--- src/rtl/adder_pkg.sv ---
// Shared constants for the chunked serial adder: FSM encoding and chunk/count sizing helpers.
package adder_pkg;

  // FSM state encoding
  localparam logic [1:0] ST_IDLE = 2'd0;
  localparam logic [1:0] ST_BUSY = 2'd1;
  localparam logic [1:0] ST_DONE = 2'd2;

  // Default geometry
  localparam int unsigned DEF_WIDTH = 16;
  localparam int unsigned DEF_CHUNK = 4;

  // Number of chunk cycles for one operation
  function automatic int unsigned nchunk(input int unsigned width, input int unsigned chunk);
    return width / chunk;
  endfunction

  // Chunk counter width; at least one bit even when a single chunk covers the operand
  function automatic int unsigned cnt_width(input int unsigned n);
    return (n > 1) ? $clog2(n) : 1;
  endfunction

  localparam int unsigned DEF_NCHUNK = nchunk(DEF_WIDTH, DEF_CHUNK);
  localparam int unsigned DEF_CNT_W  = cnt_width(DEF_NCHUNK);

endpackage

--- src/rtl/adder_slice.sv ---
// Combinational CHUNK-bit ripple of full adders; also exposes the carry into the slice MSB.
module adder_slice #(
  parameter int unsigned CHUNK = 4
) (
  input  logic [CHUNK-1:0] a,
  input  logic [CHUNK-1:0] b,
  input  logic             ci,
  output logic [CHUNK-1:0] s,
  output logic             co,
  output logic             c_msb_in
);

  logic [CHUNK:0] c;

  // Ripple the carry bit by bit through the slice
  always_comb begin
    c    = '0;
    s    = '0;
    c[0] = ci;
    for (int i = 0; i < int'(CHUNK); i++) begin
      s[i]   = a[i] ^ b[i] ^ c[i];
      c[i+1] = (a[i] & b[i]) | (c[i] & (a[i] ^ b[i]));
    end
  end

  assign co       = c[CHUNK];
  assign c_msb_in = c[CHUNK-1];

endmodule

--- src/rtl/chunked_serial_adder.sv ---
// Multi-cycle WIDTH-bit adder processing CHUNK bits per cycle with valid/ready handshakes.
// Optional feature: define SUBTRACTOR_EN to add the 'sub' port (a-b via ~b and forced carry-in).
module chunked_serial_adder
  import adder_pkg::*;
#(
  parameter int unsigned WIDTH = DEF_WIDTH,
  parameter int unsigned CHUNK = DEF_CHUNK
) (
  input  logic             clk,
  input  logic             rst_n,
  input  logic             in_valid,
  output logic             in_ready,
  input  logic [WIDTH-1:0] a,
  input  logic [WIDTH-1:0] b,
  input  logic             cin,
`ifdef SUBTRACTOR_EN
  input  logic             sub,
`endif
  output logic             out_valid,
  input  logic             out_ready,
  output logic [WIDTH-1:0] sum,
  output logic             cout,
  output logic             ovf
);

  localparam int unsigned NCHUNK = nchunk(WIDTH, CHUNK);
  localparam int unsigned CNT_W  = cnt_width(NCHUNK);
  localparam logic [CNT_W-1:0] CNT_LAST = CNT_W'(NCHUNK - 1);

  logic [1:0]       state_q, state_d;
  logic [CNT_W-1:0] cnt_q, cnt_d;
  logic [WIDTH-1:0] a_q, a_d;
  logic [WIDTH-1:0] b_q, b_d;
  logic             carry_q, carry_d;
  logic [WIDTH-1:0] sum_q, sum_d;
  logic             cout_q, cout_d;
  logic             ovf_q, ovf_d;
  logic             in_ready_q, in_ready_d;
  logic             out_valid_q, out_valid_d;

  logic [31:0]      base;
  logic [CHUNK-1:0] slice_a, slice_b, slice_s;
  logic             slice_co, slice_cmsb;
  logic             sub_sel;

`ifdef SUBTRACTOR_EN
  assign sub_sel = sub;
`else
  assign sub_sel = 1'b0;
`endif

  // Select the current chunk of each operand
  assign base    = 32'(cnt_q) * 32'(CHUNK);
  assign slice_a = a_q[base +: CHUNK];
  assign slice_b = b_q[base +: CHUNK];

  adder_slice #(
    .CHUNK(CHUNK)
  ) u_slice (
    .a       (slice_a),
    .b       (slice_b),
    .ci      (carry_q),
    .s       (slice_s),
    .co      (slice_co),
    .c_msb_in(slice_cmsb)
  );

  // Next-state, datapath and handshake decode
  always_comb begin
    state_d     = state_q;
    cnt_d       = cnt_q;
    a_d         = a_q;
    b_d         = b_q;
    carry_d     = carry_q;
    sum_d       = sum_q;
    cout_d      = cout_q;
    ovf_d       = ovf_q;
    in_ready_d  = in_ready_q;
    out_valid_d = out_valid_q;

    case (state_q)
      ST_IDLE: begin
        if (in_valid) begin
          a_d     = a;
          b_d     = sub_sel ? ~b : b;
          carry_d = sub_sel ? 1'b1 : cin;
          cnt_d   = '0;
          sum_d   = '0;
          cout_d  = 1'b0;
          ovf_d   = 1'b0;
          state_d = ST_BUSY;
        end
      end
      ST_BUSY: begin
        sum_d[base +: CHUNK] = slice_s;
        carry_d              = slice_co;
        cnt_d                = cnt_q + CNT_W'(1);
        if (cnt_q == CNT_LAST) begin
          cnt_d   = '0;
          cout_d  = slice_co;
          ovf_d   = slice_co ^ slice_cmsb;
          state_d = ST_DONE;
        end
      end
      ST_DONE: begin
        if (out_ready) begin
          state_d = ST_IDLE;
        end
      end
      default: begin
        state_d = ST_IDLE;
      end
    endcase

    in_ready_d  = (state_d == ST_IDLE);
    out_valid_d = (state_d == ST_DONE);
  end

  // State and datapath registers
  always_ff @(posedge clk or negedge rst_n) begin
    if (!rst_n) begin
      state_q     <= ST_IDLE;
      cnt_q       <= '0;
      a_q         <= '0;
      b_q         <= '0;
      carry_q     <= 1'b0;
      sum_q       <= '0;
      cout_q      <= 1'b0;
      ovf_q       <= 1'b0;
      in_ready_q  <= 1'b1;
      out_valid_q <= 1'b0;
    end else begin
      state_q     <= state_d;
      cnt_q       <= cnt_d;
      a_q         <= a_d;
      b_q         <= b_d;
      carry_q     <= carry_d;
      sum_q       <= sum_d;
      cout_q      <= cout_d;
      ovf_q       <= ovf_d;
      in_ready_q  <= in_ready_d;
      out_valid_q <= out_valid_d;
    end
  end

  assign in_ready  = in_ready_q;
  assign out_valid = out_valid_q;
  assign sum       = sum_q;
  assign cout      = cout_q;
  assign ovf       = ovf_q;

endmodule

--- config.mk ---
export PLATFORM = sky130hd
export DESIGN_NAME = chunked_serial_adder
export DESIGN_NICKNAME = d
export VERILOG_FILES = /design/src/rtl/adder_pkg.sv /design/src/rtl/adder_slice.sv /design/src/rtl/chunked_serial_adder.sv
export SDC_FILE = /design/constraint.sdc
export NUM_CORES = 1
export LEC_CHECK = 0
export BUFFER_PORTS_ARGS = -buffer_cell sky130_fd_sc_hd__clkbuf_2
export CAP_MARGIN = 20
export CORE_MARGIN = 5
export CORE_UTILIZATION = 48
export DETAILED_ROUTE_END_ITERATION = 7
export PLACE_DENSITY = 0.83
export SYNTH_ARGS = -nofsm -noshare
export SYNTH_HDL_FRONTEND = slang
export SYNTH_SLANG_ARGS = --single-unit
--- constraint.sdc ---
create_clock -name clk -period 6.4 [get_ports clk]
set_input_delay 0.96 -clock clk [delete_from_list [all_inputs] [get_ports clk]]
set_output_delay 0.96 -clock clk [all_outputs]
set_load 0.03 [all_outputs]
==> Yosys cells after proc, flatten, opt, wreduce, memory -nomap -nowiden <==
Cells that the tools add are included.
{ "classes": {"n_eq_ne": 6, "muxes": 17, "shift": 4, "reduce_logical": 6, "n_bitwise": 21, "addsub": 2} }
{ "op_table": {"columns": ["cell", "count"], "rows": [
  ["$neg A4 Y34", 1],
  ["$shift A4 B34 Y16 const A", 1],
  ["$shiftx A4 B34 Y16", 1],
  ["$pmux W16 S2", 1],
  ["$shiftx A16 B5 Y4", 2],
  ["$bwmux W16", 1],
  ["$mux W16", 1],
  ["$mux W2", 5],
  ["$xor A1 B1 Y1", 9],
  ["$and A1 B1 Y1", 8],
  ["$eq A2 B2 Y1 const B", 3],
  ["$pmux W1 S2", 3],
  ["$pmux W2 S3", 1],
  ["$logic_not A2 Y1", 2],
  ["$mux W1", 4],
  ["$ne A2 B2 Y1 const B", 2],
  ["$or A1 B1 Y1", 4],
  ["$pmux W2 S2", 1],
  ["$reduce_and A2 Y1", 2],
  ["$reduce_and A3 Y1", 1],
  ["$add A2 B1 Y2 const B", 1],
  ["$eq A2 B1 Y1 const B", 1],
  ["$reduce_bool A2 Y1", 1]
]} }
{ "word_totals": {"word_cells": 66, "ff_bits": 57, "output_inout_bits": 20} }

==> Logic depth before layout (Yosys ltp) <==
Gate-level depths: netlist of run 1.
{ "logic_depth": {"depth_word": 13, "ltp_mapped": 13, "ltp_nobuf": 12} }

==> Modules after synthesis <==
From an unflattened synthesis of run 1, not the netlist that was laid out.
{ "hier_totals": {"cells_unflattened": 180, "hier_area_um2": 2636.3} }
{ "modules_own_cells": {"columns": ["module", "area_per_inst_um2", "instances", "cells_each", "seq_area_each_um2"], "rows": [
  ["chunked_serial_adder", 2526.2, 1, 168, 1427.6],
  ["adder_slice", 110.1, 1, 12, 0.0]
]} }

==> Worst setup path before layout of run 1 <==
No wires, ideal clock.
{ "synth_path": {"path_kind": "register to register", "startpoint": "register cnt_q[0]", "endpoint": "register ovf_q (netlist: ovf)", "t_arrival_ps": 2870, "path_slack_ps": 3405, "path_stages_with_launch": 14, "t_required_ps": 6275, "period_less_slack_ps": 2995, "cell_sequence": "dfrtp_1 > buf_6 > mux4_2 > inv_1 > fa_1 > inv_1 > fa_1 > inv_1 > fa_1 > inv_1 > fa_1 > xor2_1 > nor2_1 > mux2_4"} }
{ "synth_between": {"elab_chain_len": 13, "word_cells_on_any_way": 24, "classes_between": "eq/ne: 2; shift: 2; mux: 2; bitwise: 17; reduce/logical: 1"} }
{ "synth_lines": {"columns": ["element", "line", "rtl"], "rows": [
  ["start, declared", "chunked_serial_adder.sv:31", "logic [CNT_W-1:0] cnt_q, cnt_d;"],
  ["start signal, assigned", "chunked_serial_adder.sv:134", "cnt_q <= cnt_d;"],
  ["$shiftx A16 B5 Y4, on equally long branches", "chunked_serial_adder.sv:54, chunked_serial_adder.sv:55", null],
  ["$xor A1 B1 Y1", "adder_slice.sv:22", "c[i+1] = (a[i] & b[i]) | (c[i] & (a[i] ^ b[i]));"],
  ["$and A1 B1 Y1", "adder_slice.sv:22", null],
  ["$or A1 B1 Y1", "adder_slice.sv:22", null],
  ["$and A1 B1 Y1", "adder_slice.sv:22", null],
  ["$or A1 B1 Y1", "adder_slice.sv:22", null],
  ["$and A1 B1 Y1", "adder_slice.sv:22", null],
  ["$or A1 B1 Y1", "adder_slice.sv:22", null],
  ["$and A1 B1 Y1", "adder_slice.sv:22", null],
  ["$or A1 B1 Y1", "adder_slice.sv:22", null],
  ["$xor A1 B1 Y1", "chunked_serial_adder.sv:101", "ovf_d = slice_co ^ slice_cmsb;"],
  ["$mux W1", "chunked_serial_adder.sv:98", "if (cnt_q == CNT_LAST) begin"],
  ["$pmux W1 S2", "chunked_serial_adder.sv:81", "case (state_q)"],
  ["end signal, assigned", "chunked_serial_adder.sv:140", "ovf_q <= ovf_d;"],
  ["end, declared", "chunked_serial_adder.sv:37", "logic ovf_q, ovf_d;"]
]} }
Parallel ways exist; a longest one is shown, timed or not. The select of a mux whose other input is x is not followed.
A chain may end at the register's enable or synchronous reset.

==> Worst setup path in the final report of run 1 <==
Same ends and word-level chain as after synthesis.

==> impl_table.tex, run 1 <==
\begin{tabular}{lr}
\hline
Metric & Value \\
\hline
\multicolumn{2}{l}{\textbf{Synthesis}} \\
Syn Area/Cell & approximately 15 um2 \\
Number of flops mapped to enable cells by yosys & 0 \\
Fraction of the mapped netlist area in adder cells & about 4.8\% \\
Basic-gate share of the synthesized area counting and, or, nand and nor cells & 6.558\% \\
Most used DFF post-synth & dfrtp\_1 \\
Synthesized-area fraction occupied by ao, oa, aoi and oai cells & $\sim$9.1\% \\
Total of warnings raised by yosys & 0 \\
Cell Area, Synth & $\sim$2700 um2 \\
Share of synthesized area spent on multiplexers & between 20\% and 30\% \\
Post-synthesis cell type count & 41 \\
Synth Net Count & around 230 \\
Mapped Cells & 182 \\
Post-synthesis sequential element count & 57 \\
Largest family of logic cells by synthesized area & multiplexers \\
Share of synthesized registers carrying an async set or reset & 100.0\% \\
Register area share after synthesis & a little over half \\
Post-synthesis share of cell area spent on xor and xnor gates & 0.3256\% \\
\multicolumn{2}{l}{\textbf{GRT}} \\
Global route overflow & 0 \\
Antenna violations before repair & 0 \\
Via count of the first global-routing pass & roughly 1800 \\
Largest net degree at the start of global routing & 58 \\
First-pass GRT wire length & between 9000 and 10000 um \\
All-layer global routing usage & approximately 16\% \\
\multicolumn{2}{l}{\textbf{Clocking}} \\
CTS clk-pin slew, worst paths & roughly 0.07 ns \\
Total number of H-tree levels & 3 \\
Sink Count & 57 \\
Clock network latency to the later pin of the worst-skew pair & around 0.34 ns \\
Clock buffer depth & 2 \\
Clock tree from TritonCTS & yes \\
Clock tree root buffer cell & clkbuf\_8 \\
PostCTS Resize Cnt & 0 \\
Cts bufs inserted & 9 \\
Post-CTS setup buffer count & 0 \\
Quantity of hold-fixing buffers added after cts & 0 \\
\multicolumn{2}{l}{\textbf{STA}} \\
Portion of the clock cycle consumed by the worst path in the final layout & 52.96\% \\
Relative slew slack & about two fifths \\
Summed negative setup slack over all endpoints & 0 ns \\
Count of pins over their slew limit & 0 \\
Clock period minus final worst setup slack & 3.390 ns \\
Setup repair after global routing missed its margin & false \\
Final worst setup slack & about 3.0 ns \\
Post-Route Skew & between 0.004 and 0.005 ns \\
Hold Fails Final Rpt & 0 \\
Max Clk Rate & $\sim$0.30 GHz \\
Count of final setup violators & 0 \\
Worst-Margin Slew & $\sim$0.87 ns \\
\multicolumn{2}{l}{\textbf{Setup path}} \\
Worst setup SP type & flip-flop \\
Ordered list of cells on the worst path & mux4\_2, inv\_1, fa\_1, inv\_1, fa\_1, inv\_1, fa\_1, inv\_1, fa\_1, xor2\_1, nor2\_1, mux2\_4 \\
CP max FO & 16 \\
Crit. Startpoint & cnt\_q[0]\$\_DFFE\_PN0P\_ \\
Number of gates on the worst path with buffers counted & 12 \\
Sum of buffers and inverters on the critical path & 4 \\
Delay contributed by the slowest stage of the critical path & 0.78 ns \\
Cell with the largest stage delay on the worst path & dfrtp\_1 \\
Worst reg-to-reg path cell count & 12 \\
Worst Path Arrival & 3.62 ns \\
Crit Reg-Reg Startpoint & cnt\_q[0]\$\_DFFE\_PN0P\_ \\
Cell family with the largest share of critical-path delay & adder cells \\
Kind of capture point of the worst setup path & flip-flop \\
Critical path class & flip-flop to flip-flop \\
CP required & between 6 and 7 ns \\
\multicolumn{2}{l}{\textbf{Hold path}} \\
Path class of the lowest-slack min-delay path & flip-flop to flip-flop \\
Worst hold stages & 1 \\
Launch point of the worst hold path & sum[6]\$\_DFFE\_PN0P\_ \\
\multicolumn{2}{l}{\textbf{Detailed routing}} \\
Vias per inst & roughly 5.3 \\
Detailed router's first-iteration violation count & between 80 and 90 \\
DR WL/cell & 16.52 um \\
Total routed wirelength & roughly 5300 um \\
1st-pass router iterations & 4 \\
Routed Antenna Nets & 0 \\
DRC viols & 0 \\
Via total after detailed routing & roughly 1700 \\
\multicolumn{2}{l}{\textbf{Run}} \\
Max-cap viol count & 0 \\
\multicolumn{2}{l}{\textbf{Placement}} \\
Area post-placement & around 3000 um2 \\
Final HPWL from detailed placement & between 3000 and 4000 um \\
Placement Setup Slack & just under 3 ns \\
Port Buf Inserts & 56 \\
Placer congestion estimate & approximately 0.85 \\
\multicolumn{2}{l}{\textbf{Cells and area}} \\
Final Cell Area & roughly 3200 um2 \\
Layout cells sized above 1 & between 40\% and 50\% \\
Final design utilization & approximately three fifths \\
Net count, final & 287 \\
Antenna diode instance count & 0 \\
Post-synthesis to final-layout area growth & 19.53\% \\
\multicolumn{2}{l}{\textbf{Floorplanning}} \\
Starting Density & 49.15\% \\
Core outline area & 5473 um2 \\
Number of placed I/O pins & 57 \\
Area enclosed by the die boundary & 7201 um2 \\
Number of standard-cell rows in the floorplan & 27 \\
Floorplan die width & $\sim$85 um \\
Floorplan die height & about 85 um \\
\multicolumn{2}{l}{\textbf{Run status}} \\
Run status & complete, no violations \\
\multicolumn{2}{l}{\textbf{Power}} \\
Cell Pwr Density & roughly 600 nW/um2 \\
Worst ir drop on vdd & about 290 uV \\
Lkg Pwr & between 1.5 and 2 nW \\
Total power & a little under 2 mW \\
\hline
\end{tabular}
## cell usage after synthesis (2+ instances only)
| master | number | area [um2] |
|---|---|---|
| a21o_1 | 3 | 22.52 |
| a21oi_1 | 2 | 10.01 |
| a22o_1 | 9 | 78.83 |
| a22o_2 | 2 | 20.02 |
| and4_1 | 2 | 17.52 |
| buf_6 | 5 | 56.30 |
| dfrtp_1 | 56 | 1401 |
| fa_1 | 4 | 80.08 |
| ha_1 | 4 | 50.05 |
| inv_1 | 11 | 41.29 |
| mux2_2 | 30 | 337.8 |
| mux2_4 | 3 | 45.04 |
| mux4_1 | 2 | 52.55 |
| mux4_2 | 6 | 135.1 |
| nand2_1 | 6 | 22.52 |
| nand4_1 | 2 | 12.51 |
| nor2_1 | 4 | 15.01 |
| o2bb2ai_1 | 8 | 70.07 |
## flip-flops by register name, indices dropped and copies added, names as in the netlist
signal     cells
cout           1
state_q        2
out_valid      1
sum           16
in_ready       1
a_q           16
carry_q        1
ovf            1
b_q           16
cnt_q          2
## cell families after synthesis
group | Yosys count
AO/OA/AOI/OAI | 29
XOR/XNOR | 1
adder cells (fa/ha/maj) | 8
buffers and inverters | 19
flip-flops | 57
multiplexers | 42
AND/OR/NAND/NOR | 26
## final timing paths
| kind | endpoint | slack, ns |
|---|---|---|
| min in group asynchronous | out_valid$_DFF_PN0_ | 0.75 |
| worst min register to register | sum[6]$_DFFE_PN0P_ | 0.49 |
| max in group asynchronous | b_q[13]$_DFFE_PN0P_ | 5.19 |
| worst max register to register | ovf$_DFFE_PN0P_ | 3.01 |
| worst min-delay path | sum[6]$_DFFE_PN0P_ | 0.49 |
| worst max-delay path | ovf$_DFFE_PN0P_ | 3.01 |
## through the flow
step / hold WS (ns) / cells
global route: 0.5036 / 319
finish: 0.4906 / 319
CTS: 0.4940 / 319
floorplan: 0.4498 / 182
detailed placement: 0.4745 / 303
global placement: 0.4683 / 303
## layout by cell type (no fill, tap or decap), drive strengths merged
cell type  instances
nor2               5
dfstp              1
bufinv             2
and4               2
dfrtp             56
clkinv             2
nand4b             1
or2b               2
a21boi             1
fa                 4
nand2              7
inv               11
mux2              33
a21o               4
nand2b             1
ha                 4
mux2i              1
o21bai             1
xor2               1
mux4               8
and3b              1
and4b              1
a22o              11
and2b              1
o21ai              1
and3               1
nor2b              1
o31ai              1
o2bb2ai            8
a21oi              2
clkbuf            67
nand3              1
buf                1
clkinvlp           1
nand4              2
## power breakdown
| group | switching [mW] | internal (mW) | leakage (nW) |
|---|---|---|---|
| Sequential | 0.128 | 0.521 | 0.709 |
| Combinational | 0.483 | 0.432 | 0.729 |
| Clock | 0.145 | 0.239 | 0.115 |
## cell type report
cell class | instances | area, um2
flip-flops and latches | 57 | 1428
well taps | 72 | 90.09
multi-input cells | 106 | 1140
clock inverters | 5 | 77.57
fillers | 459 | 2257
inverters | 11 | 41.29
repair buffers | 57 | 287.8
clock buffers | 11 | 151.4
## layer usage
| layer | GRT usage [%] | share of wire (%) | vias to the layer above |
|---|---|---|---|
| met5 | 0 | 0 | - |
| met1 | 22.19 | 45 | 839 |
| met2 | 23.84 | 47 | 52 |
| li1 | - | - | 784 |
| met4 | 5.899 | 1.7 | 0 |
| met3 | 6.505 | 6.6 | 10 |
Note: power is estimated with default switching activity, not from simulation.
==> inputs of run 2 (changes only) <==
- PLACE_DENSITY: 0.83 -> 0.85
- clock period: 6.4 -> 2.9 ns (I/O delays scaled with it)
==> impl_table.tex, run 2 (synthesis gave the netlist of run 1 again) <==
\begin{tabular}{lr}
\hline
Metric & Value \\
\hline
\multicolumn{2}{l}{\textbf{Detailed routing}} \\
WL met2 & 2655 um (+7.9\%) \\
Routed Antenna Nets & 0 (unchanged) \\
DR WL/cell & 16.30 um (-1.3\%) \\
Highest metal used & met4 \\
Total routed wirelength & 5363 um (+1.7\%) \\
Vias per inst & 5.328 (+0.87\%) \\
Via total after detailed routing & 1753 (+4.0\%) \\
1st-pass router iterations & 4 (unchanged) \\
DRC viols & 0 (unchanged) \\
Met3 layer wire length in the routed design & 450 um (+29\%) \\
Detailed-routing wirelength on met1 & 2180 um (-7.9\%) \\
Detailed router's first-iteration violation count & 77 (-4.9\%) \\
\multicolumn{2}{l}{\textbf{Clocking}} \\
Clock network latency to the later pin of the worst-skew pair & 0.35 ns (about the same) \\
Cts bufs inserted & 9 (unchanged) \\
Sink Count & 57 (unchanged) \\
Total number of H-tree levels & 3 (unchanged) \\
Quantity of hold-fixing buffers added after cts & 0 (unchanged) \\
CTS clk-pin slew, worst paths & 0.07 ns (about the same) \\
Clock tree root buffer cell & clkbuf\_8 \\
Clock tree from TritonCTS & yes \\
Clock buffer depth & 2 (unchanged) \\
\multicolumn{2}{l}{\textbf{Placement}} \\
Placement Setup Slack & 0.009359 ns (-2.973 ns) \\
Final HPWL from detailed placement & 3918 um (+3.2\%) \\
Port Buf Inserts & 56 (unchanged) \\
Placer congestion estimate & 0.7776 (-8.2\%) \\
Placed instance count & 310 (+2.3\%) \\
Area post-placement & 3043 um2 (+1.9\%) \\
\multicolumn{2}{l}{\textbf{Power}} \\
Sequential power share & 29.7\% (-3.6 points) \\
Share of power burned in the clock network & 20.6\% (+0.9 points) \\
P\_sw & 1.716 mW (+130\%) \\
Internal power & 2.905 mW (+140\%) \\
Lkg Pwr & 1.610 nW (+3.6\%) \\
Switching power share of the total & 37.13\% (-1.7 points) \\
Cell Pwr Density & 1386 nW/um2 (+130\%) \\
Total power & 4.621 mW (+140\%) \\
Combinational power share & 49.7\% (+2.7 points) \\
Worst ir drop on vdd & 741.0 uV (+150\%) \\
\multicolumn{2}{l}{\textbf{STA}} \\
Hold Fails Final Rpt & 0 (unchanged) \\
Final hold slack & 0.1551 ns (-0.3355 ns) \\
Final worst setup slack & 0.06080 ns (-2.950 ns) \\
Setup repair after global routing missed its margin & true \\
Post-Route Skew & 0.006751 ns (+0.002557 ns) \\
Clock period minus final worst setup slack & 2.839 ns (-0.5504 ns) \\
Count of pins over their slew limit & 0 (unchanged) \\
Portion of the clock cycle consumed by the worst path in the final layout & 97.90\% (+45 points) \\
Count of final setup violators & 0 (unchanged) \\
Relative slew slack & 48.93\% (+7.1 points) \\
Summed negative setup slack over all endpoints & 0 ns (unchanged) \\
Worst-Margin Slew & 0.7660 ns (-0.1050 ns) \\
Max Clk Rate & 0.3522 GHz (+19\%) \\
\multicolumn{2}{l}{\textbf{GRT}} \\
Antenna violations before repair & 0 (unchanged) \\
All-layer global routing usage & 16.44\% (+0.10 points) \\
First-pass GRT wire length & 9011 um (-0.53\%) \\
Global route overflow & 0 (unchanged) \\
Largest net degree at the start of global routing & 33 (-43\%) \\
Via count of the first global-routing pass & 1810 (+0.95\%) \\
\multicolumn{2}{l}{\textbf{Floorplanning}} \\
Floorplan die width & 84.86 um (unchanged) \\
Floorplan die height & 84.86 um (unchanged) \\
Core outline area & 5473 um2 (unchanged) \\
Number of standard-cell rows in the floorplan & 27 (unchanged) \\
Area enclosed by the die boundary & 7201 um2 (unchanged) \\
Number of placed I/O pins & 57 (unchanged) \\
Starting Density & 49.15\% (unchanged) \\
\multicolumn{2}{l}{\textbf{Run}} \\
Max-cap viol count & 0 (unchanged) \\
\multicolumn{2}{l}{\textbf{Cells and area}} \\
Final design utilization & 60.91\% (+2.1 points) \\
Antenna diode instance count & 0 (unchanged) \\
Layout cells sized above 1 & 54.09\% (+4.7 points) \\
Post-synthesis to final-layout area growth & 23.91\% \\
Fill cell total of the finished layout & 437 (-4.8\%) \\
Leading cell types in the layout, fill and taps excluded & clkbuf\_2, dfrtp\_1, mux2\_2, clkbuf\_8, buf\_4 \\
Post-Layout Cell Count & 329 (+3.1\%) \\
Final Cell Area & 3333 um2 (+3.7\%) \\
Most frequent standard cell in the layout excluding fill and tap cells & clkbuf\_2 \\
Net count, final & 297 (+3.5\%) \\
Register Area & 1429 um2 (about the same) \\
Total area of multi-input combinational cells & 1147 um2 (+0.66\%) \\
\multicolumn{2}{l}{\textbf{Hold path}} \\
Path class of the lowest-slack min-delay path & input port to asynchronous set/reset pin \\
\multicolumn{2}{l}{\textbf{Setup path}} \\
CP required & 3.13 ns (-3.50 ns) \\
Worst Path Arrival & 3.07 ns (-0.55 ns) \\
Critical path class & flip-flop to flip-flop \\
Worst setup SP type & flip-flop \\
Kind of capture point of the worst setup path & flip-flop \\
CP max FO & 4 (-12) \\
\multicolumn{2}{l}{\textbf{Run status}} \\
Run status & complete, no violations \\
\hline
\end{tabular}
[run 2: area by class of cell]
| type | instances | share of cell area (%) |
|---|---|---|
| multi-input combinational | 106 | 34.42 |
| clock buffer | 12 | 4.955 |
| sequential | 57 | 42.87 |
| tap | 72 | 2.703 |
| timing repair buffer | 67 | 10.89 |
| inverter | 11 | 1.239 |
| clock inverter | 4 | 2.928 |
[run 2: power by group through the flow]
stage | logic [mW] | clock network, mW | registers [mW]
after floorplan | 1.51 | 0 | 1.47
after global placement | 2.10 | 0 | 1.38
after detailed placement | 2.16 | 0 | 1.39
after CTS | 2.17 | 0.970 | 1.38
after global routing | 2.52 | 1.01 | 1.42
final | 2.29 | 0.952 | 1.37
[run 2: layer usage]
metal / global-route usage, % / up-vias
met3: 8.058 / 9
met1: 20.38 / 869
li1: - / 810
met2: 25.62 / 65
met4: 4.748 / 0
met5: 0 / -
[run 2: path summary, 6_finish.rpt]
kind,depth (start not counted),endpoint,slack (ns),from
hold reg to reg,1,sum[14]$_DFFE_PN0P_,0.49,sum[14]$_DFFE_PN0P_
min in group clk,2,a_q[5]$_DFFE_PN0P_,0.32,a[5]
max in group asynchronous,2,b_q[13]$_DFFE_PN0P_,2.06,rst_n
hold / removal,1,a_q[2]$_DFFE_PN0P_,0.16,rst_n
setup / recovery,12,ovf$_DFFE_PN0P_,0.06,cnt_q[0]$_DFFE_PN0P_
setup reg to reg,12,ovf$_DFFE_PN0P_,0.06,cnt_q[0]$_DFFE_PN0P_
[run 2: worst max-delay path, cell delays in order (launching register included)]
cell and delay, ns:
dfrtp_2 0.41, mux4_2 0.52, inv_2 0.08, fa_1 0.18, inv_1 0.05, fa_2 0.33
inv_2 0.07, fa_2 0.22, inv_2 0.05, fa_2 0.36, xor2_1 0.15, nor2_1 0.05
mux2_4 0.26
[run 2: repair_timing]
action,4_1_cts,5_1_grt
setup buffers,0,3
resized for setup,0,6
setup endpoints to repair,0,6
endpoints found under the hold margin,0,0
